File: src/rtl/clock_gate_ctrl_if.sv
// Sleep/idle handshake and clock-gate status between the core, the gate sequencer and the BUFGCE.
interface clock_gate_ctrl_if;
  logic idle_i;
  logic wake_i;
  logic force_on_i;
  logic sleep_ack_i;
  logic sleep_req_o;
  logic en_o;
  logic gated_o;
  logic clk_ready_o;

  modport master (
    input  idle_i, wake_i, force_on_i, sleep_ack_i,
    output sleep_req_o, en_o, gated_o, clk_ready_o
  );

  modport slave (
    output idle_i, wake_i, force_on_i, sleep_ack_i,
    input  sleep_req_o, en_o, gated_o, clk_ready_o
  );
endinterface

File: src/rtl/clock_gate_ctrl.sv
// Core clock-gate sequencer: idle qualification, sleep handshake, settle before gating, timed wake.
// state     | meaning
// RUN       | clock running, counting qualifying idle cycles
// DRAIN     | sleep requested, waiting for core ack or abort
// GATE_WAIT | en dropped, waiting for BUFGCE to stop the clock
// GATED     | clock stopped, waiting for wake/force
// WAKE_WAIT | en raised, waiting for clock to become stable
module clock_gate_ctrl #(
  parameter int unsigned IDLE_CYCLES   = 16,
  parameter int unsigned SETTLE_CYCLES = 2,
  parameter int unsigned WAKE_CYCLES   = 2
) (
  input  logic                clk_i,
  input  logic                rst_ni,
  clock_gate_ctrl_if.master   pm_if
);

  localparam int unsigned MAX_A   = (IDLE_CYCLES > SETTLE_CYCLES) ? IDLE_CYCLES : SETTLE_CYCLES;
  localparam int unsigned MAX_CYC = (MAX_A > WAKE_CYCLES) ? MAX_A : WAKE_CYCLES;
  localparam int unsigned CNT_W   = (MAX_CYC > 1) ? $clog2(MAX_CYC) : 1;

  localparam logic [CNT_W-1:0] IDLE_TC   = CNT_W'(IDLE_CYCLES - 1);
  localparam logic [CNT_W-1:0] SETTLE_TC = CNT_W'(SETTLE_CYCLES - 1);
  localparam logic [CNT_W-1:0] WAKE_TC   = CNT_W'(WAKE_CYCLES - 1);

  localparam logic [2:0] ST_RUN       = 3'd0;
  localparam logic [2:0] ST_DRAIN     = 3'd1;
  localparam logic [2:0] ST_GATE_WAIT = 3'd2;
  localparam logic [2:0] ST_GATED     = 3'd3;
  localparam logic [2:0] ST_WAKE_WAIT = 3'd4;

  logic [2:0]       state_q, state_d;
  logic [CNT_W-1:0] cnt_q, cnt_d;
  logic             qidle;
  logic             wake_any;

  assign qidle    = pm_if.idle_i & ~pm_if.wake_i & ~pm_if.force_on_i;
  assign wake_any = pm_if.wake_i | pm_if.force_on_i;

  always_comb begin
    state_d = state_q;
    cnt_d   = cnt_q;
    case (state_q)
      ST_RUN: begin
        if (!qidle) begin
          cnt_d = '0;
        end else if (cnt_q == IDLE_TC) begin
          state_d = ST_DRAIN;
        end else begin
          cnt_d = cnt_q + CNT_W'(1);
        end
      end
      ST_DRAIN: begin
        // abort wins over a simultaneous ack
        if (wake_any || !pm_if.idle_i) begin
          state_d = ST_RUN;
        end else if (pm_if.sleep_ack_i) begin
          state_d = ST_GATE_WAIT;
        end
      end
      ST_GATE_WAIT: begin
        if (wake_any) begin
          state_d = ST_WAKE_WAIT;
        end else if (cnt_q == SETTLE_TC) begin
          state_d = ST_GATED;
        end else begin
          cnt_d = cnt_q + CNT_W'(1);
        end
      end
      ST_GATED: begin
        if (wake_any) begin
          state_d = ST_WAKE_WAIT;
        end
      end
      ST_WAKE_WAIT: begin
        if (cnt_q == WAKE_TC) begin
          state_d = ST_RUN;
        end else begin
          cnt_d = cnt_q + CNT_W'(1);
        end
      end
      default: begin
        state_d = ST_RUN;
      end
    endcase
    if (state_d != state_q) begin
      cnt_d = '0;
    end
  end

  always_ff @(posedge clk_i) begin
    if (!rst_ni) begin
      state_q <= ST_RUN;
      cnt_q   <= '0;
    end else begin
      state_q <= state_d;
      cnt_q   <= cnt_d;
    end
  end

  always_comb begin
    pm_if.en_o        = 1'b1;
    pm_if.sleep_req_o = 1'b0;
    pm_if.gated_o     = 1'b0;
    pm_if.clk_ready_o = 1'b1;
    case (state_q)
      ST_DRAIN: begin
        pm_if.sleep_req_o = 1'b1;
      end
      ST_GATE_WAIT: begin
        pm_if.en_o        = 1'b0;
        pm_if.sleep_req_o = 1'b1;
        pm_if.clk_ready_o = 1'b0;
      end
      ST_GATED: begin
        pm_if.en_o        = 1'b0;
        pm_if.sleep_req_o = 1'b1;
        pm_if.gated_o     = 1'b1;
        pm_if.clk_ready_o = 1'b0;
      end
      ST_WAKE_WAIT: begin
        pm_if.sleep_req_o = 1'b1;
        pm_if.clk_ready_o = 1'b0;
      end
      default: begin
        pm_if.en_o = 1'b1;
      end
    endcase
  end

endmodule
File: src/flat_wrapper.sv
// flat-port wrapper written by rule: the top's interface ports become plain ports
module clock_gate_ctrl_flat 
#(
  parameter int unsigned IDLE_CYCLES   = 16,
  parameter int unsigned SETTLE_CYCLES = 2,
  parameter int unsigned WAKE_CYCLES   = 2
)
  (clk_i, rst_ni, pm_if_idle_i, pm_if_wake_i, pm_if_force_on_i, pm_if_sleep_ack_i, pm_if_sleep_req_o, pm_if_en_o, pm_if_gated_o, pm_if_clk_ready_o);
  clock_gate_ctrl_if pm_if_i ();
  input  logic clk_i;
  input  logic rst_ni;
  input wire logic [$bits(pm_if_i.idle_i)-1:0] pm_if_idle_i;
  input wire logic [$bits(pm_if_i.wake_i)-1:0] pm_if_wake_i;
  input wire logic [$bits(pm_if_i.force_on_i)-1:0] pm_if_force_on_i;
  input wire logic [$bits(pm_if_i.sleep_ack_i)-1:0] pm_if_sleep_ack_i;
  output wire logic [$bits(pm_if_i.sleep_req_o)-1:0] pm_if_sleep_req_o;
  output wire logic [$bits(pm_if_i.en_o)-1:0] pm_if_en_o;
  output wire logic [$bits(pm_if_i.gated_o)-1:0] pm_if_gated_o;
  output wire logic [$bits(pm_if_i.clk_ready_o)-1:0] pm_if_clk_ready_o;
  assign pm_if_i.idle_i = pm_if_idle_i;
  assign pm_if_i.wake_i = pm_if_wake_i;
  assign pm_if_i.force_on_i = pm_if_force_on_i;
  assign pm_if_i.sleep_ack_i = pm_if_sleep_ack_i;
  assign pm_if_sleep_req_o = pm_if_i.sleep_req_o;
  assign pm_if_en_o = pm_if_i.en_o;
  assign pm_if_gated_o = pm_if_i.gated_o;
  assign pm_if_clk_ready_o = pm_if_i.clk_ready_o;
  clock_gate_ctrl #(.IDLE_CYCLES(IDLE_CYCLES), .SETTLE_CYCLES(SETTLE_CYCLES), .WAKE_CYCLES(WAKE_CYCLES)) u_core (.clk_i(clk_i), .rst_ni(rst_ni), .pm_if(pm_if_i));
endmodule
File: config.mk
export PLATFORM = sky130hd
export DESIGN_NAME = clock_gate_ctrl_flat
export DESIGN_NICKNAME = d
export VERILOG_FILES = /design/src/rtl/clock_gate_ctrl_if.sv /design/src/rtl/clock_gate_ctrl.sv /design/src/flat_wrapper.sv
export SDC_FILE = /design/constraint.sdc
export NUM_CORES = 1
export LEC_CHECK = 0
export CAP_MARGIN = 10
export CORE_ASPECT_RATIO = 1.1
export CORE_MARGIN = 5
export CORE_UTILIZATION = 30
export CTS_BUF_LIST = sky130_fd_sc_hd__clkbuf_16
export CTS_CLUSTER_SIZE = 25
export DETAILED_ROUTE_END_ITERATION = 10
export HOLD_SLACK_MARGIN = 0.08
export PLACE_DENSITY = 0.47
export SLEW_MARGIN = 20
export SYNTH_ARGS = -nofsm -noshare
export SYNTH_HDL_FRONTEND = slang
export SYNTH_SLANG_ARGS = --single-unit
export TNS_END_PERCENT = 50
File: constraint.sdc
create_clock -name clk_i -period 3.2 [get_ports clk_i]
set_input_delay 0.64 -clock clk_i [delete_from_list [all_inputs] [get_ports clk_i]]
set_output_delay 0.64 -clock clk_i [all_outputs]
set_load 0.05 [all_outputs]
==> flow_summary.toml <==
[worst_setup_path]
cp-start-kind = "flop"
rrSetupSlack_ns = 1.25
worst-path-buf-inv = 1
worstSetupPathType = "flop to output pin"
rr_startpoint = "u_core.cnt_q[1]"
cp_max_fo = 9
cp.depth = 3
path_delay_family = "buffers and inverters"
required_ns = 2.56
endpoint_kind = "output pin"
cp_cell_sequence = "nand2b_1, a21boi_0, clkdlybuf4s50_1"
cp.arrival_ns = 1.99
r2r_cells = 8
crit_start = "u_core.state_q[2]"
critical-path-slowest-cell = "clkdlybuf4s50_1"
cpPeakStageDelay_ns = 0.82

[synth]
synth_ff_type = "dfxtp_1"
avgSynthCellArea_um2 = 8.24
yosysTopAreaCell = "dfxtp_1"
syn_area_um2 = 536
ys_seq_area_share_pct = 26.2
netlist_instances = 65
syn_nets = 73
synth_edf_count = 0
yosysUniqueCellTypes = 32
postSynth.asyncResetShare_pct = 0
yosysWarnings = 0
synth_area_leaders = "dfxtp_1 26%, nor2_1 5.6%, ha_1 4.7%"
synth_seq_cells = 7
synth_top_area_share_pct = 26.2

[power]
ir_worst_vdd_v = 0.000304
p_int_w = 0.000261
p_sw_share_pct = 17.4
p_seq_share_pct = 28.0
p_leak_nw = 0.260
switching_power_w = 0.0000550
clkPwrFrac_pct = 65.8
p_comb_share_pct = 6.2
power_density_nw_per_um2 = 441

[detailed_routing]
vias = 476
drtAntennaViolNets = 0
finalWirelength_mm = 1.13
wl_per_cell_um = 11.9
drt_first_pass_iters = 4
drtIter0Drc = 12
post-route-drc-count = 0
vias_per_cell = 5.01

[global_routing]
grt_max_degree = 11
grt_use_total_pct = 10.4
grt.overflow.total = 0
antenna_found_initial = 0
grt_pass1_wl_mm = 2.10
grt_pass1_vias = 468

[clock_network]
clk_latency_ns = 0.23
clkSinkCount = 7
post_cts_buffers = 0
cts_htree_levels = 1
clk_pin_slew_ns = 0.04
cts_max_path_buffers = 2
clockRootBuffer = "clkbuf_16"
cts_tree = "built"
cts_resized = 0
cts-buffers-inserted = 3
hold_buffers = 0

[finish]
finalNonFillerCells = 95
final_common_cell = "clkdlybuf4s50_1"
fill_cells = 173
area_growth_pct = 34.1
antenna_cells = 0
final_nets = 86
final_cell_mix = "9 x clkdlybuf4s50_1, 8 x nor2_1, 7 x dfxtp_1"
drive_gt1_share_pct = 14.3

[timing]
post-route-min-period_ns = 2.63
finalSetupTns_ns = 0
worst_pin_slew_ns = 0.493
rsz0062_at_grt = "false"
fin_skew_ns = 0.00111
maxSlewViolCount = 0
hold_viol = 0
relSlewSlack_pct = 67.0
post-route-period-util_pct = 82.1
fmaxAchievable_mhz = 381
setup_viol = 0

[floorplan]
ioPinCount = 10
initial_utilization_pct = 30.7
coreArea_um2 = 1740
dieWidth_um = 50.3
die_height_um = 54.3
die_area_um2 = 2730
num_rows = 16

[run_status]
status = "complete, no violations"

[placed_design]
hpwl_um = 861
io_buffers = 9
place_congestion = 0.791
dp.cells = 91

[job]
cap_violations = 0

[hold_path]
hold_path_class = "flop to flop"
hold_start = "u_core.cnt_q[0]"
hold_depth = 2
==> path summary, 6_finish.rpt <==
path | to
setup / recovery | pm_if_clk_ready_o
hold reg to reg | u_core.cnt_q[0]
hold / removal | u_core.cnt_q[0]
setup reg to reg | u_core.cnt_q[2]
==> synth_stat cells (2+ instances only) <==
cell,count
nor3_1,3
nor2_1,8
a21boi_0,3
nor2b_1,3
o21ai_0,3
dfxtp_1,7
nand2_1,3
mux2i_1,2
ha_1,2
inv_1,3
nand3_1,3
o31a_1,2
a21oi_1,4
==> tightest hold or removal path, delay by kind of cell (launching register included) <==
kind	cells	cell delay (ns)
DFF	1	0.34
AOI/OAI and AO/OA	1	0.05
and+or+nand+nor	1	0.07
==> final cells by class <==
type | count | area (µm²) | area share [%]
clock buffer | 3 | 75.1 | 10.5
timing repair buffer | 10 | 97.6 | 13.6
multi-input combinational | 53 | 368 | 51.2
sequential | 7 | 140 | 19.5
clock inverter | 1 | 3.75 | 0.523
inverter | 3 | 11.3 | 1.57
tap | 18 | 22.5 | 3.14
==> cells by family after synthesis <==
family	after synthesis	synth area share [%]
AO/OA/AOI/OAI	18	24.8
XOR/XNOR	2	3.27
adder cells (fa/ha/maj)	2	4.67
buffers and inverters	5	5.14
flip-flops	7	26.2
multiplexers	2	3.74
AND/OR/NAND/NOR	29	32.2
==> flip-flops by register name, summed over array words and instances (netlist names) <==
signal / count
u_core.state_q: 3
u_core.cnt_q: 4
==> power by group through the flow <==
stage           logic (W)  clock network (W)  registers (W)
3_5_place_dp    0.0000195                  0      0.0000900
2_1_floorplan  0.00000963                  0      0.0000898
4_1_cts         0.0000197           0.000213      0.0000887
5_1_grt         0.0000217           0.000216      0.0000887
3_3_place_gp    0.0000200                  0      0.0000900
6_report        0.0000196           0.000208      0.0000887
==> through the flow <==
step / cell area, µm² / util [%] / hold WS, ns / power (W) / setup WS (ns)
2_1_floorplan: 536 / - / 0.474 / 0.0000995 / 0.425
3_3_place_gp: 639 / 36.7 / 0.516 / 0.000110 / 0.729
3_5_place_dp: 639 / 36.7 / 0.510 / 0.000109 / 0.710
6_report: 718 / 41.2 / 0.507 / 0.000316 / 0.573
4_1_cts: 718 / 41.2 / 0.515 / 0.000321 / 0.564
5_1_grt: 718 / 41.2 / 0.543 / 0.000326 / 0.448
==> layer usage <==
| metal | part of all wire (%) | up-vias | track usage, % | wire length [µm] |
|---|---|---|---|---|
| met2 | 38 | 11 | 14.4 | 426 |
| met3 | 6.9 | 5 | 3.81 | 78 |
| met1 | 52 | 204 | 12.9 | 588 |
| met5 | 0 | - | 0 | 0 |
| li1 | - | 256 | - | - |
| met4 | 3.2 | 0 | 7.86 | 36 |
No activity file was read; power rests on OpenSTA's default activity.
